[src/rtl/if_fetch_unit.sv]
`default_nettype none
// ============================================================================
// Module      : if_fetch_unit
// Description : Instruction fetch stage with stall hold and redirect drain.
// Revision    : 1.0 - initial release
// ============================================================================
module if_fetch_unit #(
    parameter logic [31:0] RESET_PC = 32'h0000_0000
) (
    input  logic        clock,
    input  logic        reset,
    input  logic        stall,
    input  logic        redirect,
    input  logic [31:0] redirect_pc,
    output logic        imem_req,
    output logic [31:0] imem_addr,
    input  logic        imem_ready,
    input  logic [31:0] imem_rdata,
    output logic [31:0] instruction,
    output logic [31:0] adder1,
    output logic        ifid_load,
    output logic        ifid_flush
);

    typedef enum logic [1:0] {
        FETCH = 2'd0,
        HOLD  = 2'd1,
        DRAIN = 2'd2
    } state_t;

    state_t      state_q, state_d;
    logic [31:0] pc_q, pc_d;
    logic [31:0] pending_pc_q, pending_pc_d;
    logic [31:0] hold_inst_q, hold_inst_d;

    always_ff @(posedge clock) begin
        if (reset) begin
            state_q      <= FETCH;
            pc_q         <= RESET_PC;
            pending_pc_q <= RESET_PC;
            hold_inst_q  <= 32'h0000_0000;
        end else begin
            state_q      <= state_d;
            pc_q         <= pc_d;
            pending_pc_q <= pending_pc_d;
            hold_inst_q  <= hold_inst_d;
        end
    end

    assign adder1 = pc_q + 32'd4;

    always_comb begin
        state_d      = state_q;
        pc_d         = pc_q;
        pending_pc_d = pending_pc_q;
        hold_inst_d  = hold_inst_q;
        imem_req     = 1'b0;
        imem_addr    = pc_q;
        instruction  = imem_rdata;
        ifid_load    = 1'b0;
        ifid_flush   = 1'b0;

        case (state_q)
            FETCH: begin
                imem_req = 1'b1;
                if (imem_ready) begin
                    if (redirect) begin
                        ifid_flush = 1'b1;
                        pc_d       = redirect_pc;
                    end else if (stall) begin
                        hold_inst_d = imem_rdata;
                        state_d     = HOLD;
                    end else begin
                        ifid_load = 1'b1;
                        pc_d      = adder1;
                    end
                end else if (redirect) begin
                    // Request already in flight: wait it out before refetching.
                    ifid_flush   = 1'b1;
                    pending_pc_d = redirect_pc;
                    state_d      = DRAIN;
                end
            end
            HOLD: begin
                instruction = hold_inst_q;
                if (redirect) begin
                    ifid_flush = 1'b1;
                    pc_d       = redirect_pc;
                    state_d    = FETCH;
                end else if (!stall) begin
                    ifid_load = 1'b1;
                    pc_d      = adder1;
                    state_d   = FETCH;
                end
            end
            DRAIN: begin
                imem_req = 1'b1;
                if (redirect) begin
                    ifid_flush   = 1'b1;
                    pending_pc_d = redirect_pc;
                end
                if (imem_ready) begin
                    // The newest target wins even when it arrives with the response.
                    pc_d    = redirect ? redirect_pc : pending_pc_q;
                    state_d = FETCH;
                end
            end
            default: begin
                state_d = FETCH;
            end
        endcase

        if (reset) begin
            imem_req   = 1'b0;
            ifid_load  = 1'b0;
            ifid_flush = 1'b0;
        end
    end

endmodule
`default_nettype wire

[config.mk]
export PLATFORM = sky130hd
export DESIGN_NAME = if_fetch_unit
export DESIGN_NICKNAME = d
export VERILOG_FILES = /design/src/rtl/if_fetch_unit.sv
export SDC_FILE = /design/constraint.sdc
export NUM_CORES = 1
export LEC_CHECK = 0
export ABC_AREA = 1
export CAP_MARGIN = 20
export CORE_ASPECT_RATIO = 1.75
export CORE_MARGIN = 4
export CORE_UTILIZATION = 43
export CTS_CLUSTER_SIZE = 10
export DETAILED_ROUTE_END_ITERATION = 10
export GPL_ROUTABILITY_DRIVEN = 0
export PLACE_DENSITY = 0.88
export SETUP_SLACK_MARGIN = 0.4
export SYNTH_ARGS = -nofsm -noshare
export SYNTH_HDL_FRONTEND = slang
export SYNTH_SLANG_ARGS = --single-unit
[constraint.sdc]
create_clock -name clock -period 1.7 [get_ports clock]
set_input_delay 0.51 -clock clock [delete_from_list [all_inputs] [get_ports clock]]
set_output_delay 0.51 -clock clock [all_outputs]
set_load 0.05 [all_outputs]
==> results of run 1 <==
-- cells in the mapped netlist, types with 2 or more instances --
cell type,instances,share of area (%)
nand2_1,244,17
nor2_1,123,8.4
o21ai_0,104,9.4
dfxtp_1,98,36
inv_1,54,3.7
a21oi_1,47,4.3
clkbuf_1,29,2.0
a211oi_1,17,2.3
buf_2,17,1.5
o31ai_1,17,2.3
nand3_1,16,1.5
a31oi_1,11,1.2
nor3_1,8,0.73
nor2_2,7,0.79
nand2_2,6,0.68
nand3b_1,6,0.82
nor2_4,6,1.2
xor2_2,6,1.8
and2_1,5,0.57
buf_4,5,0.68
xnor2_1,5,0.79
inv_2,4,0.27
xor2_1,4,0.63
a41oi_1,3,0.48
o21ai_1,3,0.27
nor2_8,2,0.73
-- stage by stage --
stage                     util (%)  setup slack [ps]  instances
after detailed placement     82.60            -367.5       1265
after global placement       82.60            -330.8       1265
after floorplan                  -            -502.8        853
-- cell families after synthesis --
kind of cell	synth area share (%)
flops	35.53
simple gates	32.13
fa+ha+maj	0.2266
buf+inv	8.316
compound gates	20.60
xor+xnor	3.195
==> results.tsv, run 1 <==
stage	metric	value	unit
clock_tree	clock_path_buffers	2	
clock_tree	cts_made_buffers	9	
placed_design	hpwl	17250	microns
die	die_w	93.66	microns
clock_tree	cts_hold_buf	0	
synth	ys_warn_count	0	
clock_tree	htreeDepth	3	
synth	synth_edf_count	0	
synth	syn_inst	853	
synth	syn-num-nets	923	
synth	syn_area	5522	sq um
placed_design	io_buffers	167	
clock_tree	cts_root_buffer	clkbuf_16	
placed_design	dpl_cell_area	10320	sq um
die	rows	54	
die	io_pins	168	
clock_tree	cts_sinks	98	
clock_tree	post_cts_buffers	48	
status	tool.error	[ERROR DPL-0038] Utilization greater than 100%, impossible to legalize	
status	stop_stage	clock tree synthesis (4_1_cts)	
die	die_y	157.9	microns
synth	ys_seq_elements	98	
synth	synth_ff_type	dfxtp_1	
synth	syn_avg_cell_area	6.473	sq um
status	status	did not finish	
synth	ys_types	32	
synth	synth_seq_area_share	35.53	%
clock_tree	cts_resized	401	
synth	async_reset_ff_share	0	%
die	start_util	44.17	%
==> inputs of run 2 (changes only) <==
==> config.mk (replaced) <==
export PLATFORM = sky130hd
export DESIGN_NAME = if_fetch_unit
export DESIGN_NICKNAME = d
export VERILOG_FILES = /design/src/rtl/if_fetch_unit.sv
export SDC_FILE = /design/constraint.sdc
export NUM_CORES = 1
export LEC_CHECK = 0
export ABC_AREA = 1
export CAP_MARGIN = 20
export CORE_MARGIN = 4
export CORE_UTILIZATION = 40
export DETAILED_ROUTE_END_ITERATION = 10
export GPL_ROUTABILITY_DRIVEN = 0
export PLACE_DENSITY_LB_ADDON = 0.15
export SYNTH_ARGS = -nofsm -noshare
export SYNTH_HDL_FRONTEND = slang
export SYNTH_SLANG_ARGS = --single-unit
==> constraint.sdc (replaced) <==
create_clock -name clock -period 2.21 [get_ports clock]
set_input_delay 0.663 -clock clock [delete_from_list [all_inputs] [get_ports clock]]
set_output_delay 0.663 -clock clock [all_outputs]
set_load 0.05 [all_outputs]
==> run 2 against run 1 <==
Effect of this change: the flow now finishes, with violations (negative setup slack); synthesized cell count unchanged; synthesized area unchanged.
==> results.tsv, run 2 <==
stage	metric	value	unit
grt	grt_pass1_vias	5619	
route	routedWlPerCell	15.41	microns
clock_tree	htreeDepth	3	
synth	synth_most_common_cell	nand2_1	
synth	syn_avg_cell_area	6.473	sq um
synth	synth.top_cell.area_share	35.53	%
clock_tree	cts_sinks	98	
synth	synthTopCellsByArea	dfxtp_1 (36%), nand2_1 (17%), o21ai_0 (9.4%), nor2_1 (8.4%), a21oi_1 (4.3%)	
power_and_ir_drop	ir_worst_vdd	0.4912	mV
sta	hold_viol_final	0	
placed_design	post-place-cells	1202	
clock_tree	cts_root_buffer	clkbuf_16	
die	io_pins	168	
layout	drive_above_1_share	36.00	%
clock_tree	cts_made_buffers	9	
worst_setup_path	critPathMaxFanout	5	
worst_setup_path	path_class	reg2out	
worst_setup_path	r2r_setup_slack	520	ps
grt	grt_usage	21.68	%
power_and_ir_drop	p_int	3.641	mW
grt	globalRouteOverflowTotal	0	
route	vias_per_cell	5.111	
layout	layout_commonest_cell	nand2_1	
route	vias	6394	
sta	grt_setup_unrepaired	yes	
synth	synth_edf_count	0	
sta	setup-violations-final	32	
sta	skew	6.375	ps
grt	antenna_found_initial	0	
clock_tree	cts_tree	yes	
power_and_ir_drop	power_density	584.9	nW/um^2
worst_setup_path	cp-end-kind	output pin	
placed_design	dp_worst_setup_slack	-134.0	ps
worst_setup_path	crit_required	1550	ps
layout	area_delta_synth_final	73.17	%
layout	diodes	0	
power_and_ir_drop	pwr-share-clk	28.7	%
die	start_util	41.20	%
sta	tightestPinTransition	507.9	ps
synth	ys_types	32	
worst_setup_path	arrival	1870	ps
clock_tree	path_clk_slew	70	ps
worst_setup_path	cp-start-kind	flop	
route	drc	0	
sta	min_period	2532	ps
power_and_ir_drop	leakagePower	4.122	nW
power_and_ir_drop	combPwrFrac	35.5	%
grt	grt_pass1_wl	28440	microns
min_path	hp-class	reg2reg	
clock_tree	clock_latency	350	ps
die	core	13400	sq um
sta	final_max_slew_viol_count	0	
sta	relSlewSlack	66.09	%
layout	utilization	71.35	%
sta	max_freq	0.3949	GHz
power_and_ir_drop	switchingPower	1.952	mW
route	drt_iter0_markers	455	
placed_design	hpwl	12600	microns
power_and_ir_drop	swShare	34.90	%
sta	min_period_over_period	114.6	%
synth	ys_warn_count	0	
sta	layout_setup_ws	-322.3	ps
power_and_ir_drop	fin_total_pwr	5.593	mW
status	violations	negative setup slack	
synth	synth_seq_area_share	35.53	%
die	die_w	125.5	microns
status	status	complete, but fails checks	
synth	ys_seq_elements	98	
flow_run	cap_violations	0	
synth	synth_ff_type	dfxtp_1	
placed_design	io_buffers	167	
power_and_ir_drop	p_seq_share	35.9	%
layout	layout_common_cells	nand2_1 (148), nor2_1 (113), o21ai_0 (103)	
synth	syn_inst	853	
route	ant_nets	0	
sta	tns	-5837	ps
synth	syn_area	5522	sq um
die	rows	42	
clock_tree	clock_path_buffers	2	
synth	synth_area_leader_cell	dfxtp_1	
die	die_y	125.5	microns
route	wl	19280	microns
synth	syn-num-nets	923	
die	die_area	15750	sq um
synth	yosys-top-cells-count	nand2_1 (244), nor2_1 (123), o21ai_0 (104)	
layout	nNetsFinal	1141	
grt	grt_max_degree	54	
synth	async_reset_ff_share	0	%
layout	layoutNonFillerInstCount	1251	
route	first_pass_iters	4	
## run 2: per-stage QoR
step | hold slack [ps] | cell area (sq um)
2_1_floorplan | 438.2 | 5826
3_3_place_gp | 453.6 | 8137
3_5_place_dp | 456.5 | 8137
4_1_cts | 470.2 | 8630
5_1_grt | 483.2 | 9562
6_report | 468.5 | 9562
## run 2: per-layer routing
metal / up-vias / GRT usage (%) / share of wire (%)
met5: - / 0 / 0
li1: 3205 / - / -
met4: 0 / 4.592 / 1.1
met2: 187 / 36.38 / 51
met1: 2986 / 27.62 / 41
met3: 16 / 6.567 / 7.4
## run 2: logic make-up after synthesis
| logic type | count (synthesis) | share of synthesized area, % |
|---|---|---|
| simple gates | 424 | 32.13 |
| buf+inv | 111 | 8.316 |
| xor+xnor | 15 | 3.195 |
| compound gates | 204 | 20.60 |
| fa+ha+maj | 1 | 0.2266 |
| flops | 98 | 35.53 |
## run 2: area by class of cell
class                           instances  area (sq um)
Tap cell                              176         220.2
Timing Repair Buffer                  258          2950
Sequential cell                        98          2006
Inverter                               60         241.5
Multi-Input combinational cell        644          3849
Fill cell                            1068          3839
Clock buffer                           11         242.7
Clock inverter                          4         52.55
## run 2: critical path: stages, from the launching register on
cell	delay, ps
dfxtp_4	360
buf_4	130
nand2_2	60
nor2_4	180
nand2_4	140
nor2_8	170
buf_12	130
xor2_4	200
buf_12	160
## run 2: timing repair
action / in CTS / in global routing
setup buffers: 10 / 17
pin swaps: 12 / 61
cloned: 0 / 7
hold buffers: 0 / 0
gates resized for setup: 30 / 189
setup endpoints to repair: 62 / 64
## run 2: final timing paths
path	startpoint	endpoint	depth (start not counted)
setup / recovery	imem_addr[3]	adder1[11]	8
hold / removal	pending_pc_q[13]	pending_pc_q[13]	2
setup reg to reg	imem_addr[3]	imem_addr[17]	10
hold reg to reg	pending_pc_q[13]	pending_pc_q[13]	2
## run 2: power by group through the flow
stage / Sequential [mW] / Combinational (mW) / Clock (mW)
floorplan: 2.23 / 0.850 / 0
global placement: 2.03 / 1.78 / 0
detailed placement: 2.04 / 1.79 / 0
CTS: 2.00 / 1.82 / 1.63
global route: 2.02 / 2.11 / 1.69
finish: 2.01 / 1.98 / 1.60
No activity file was read; power rests on OpenSTA's default activity.
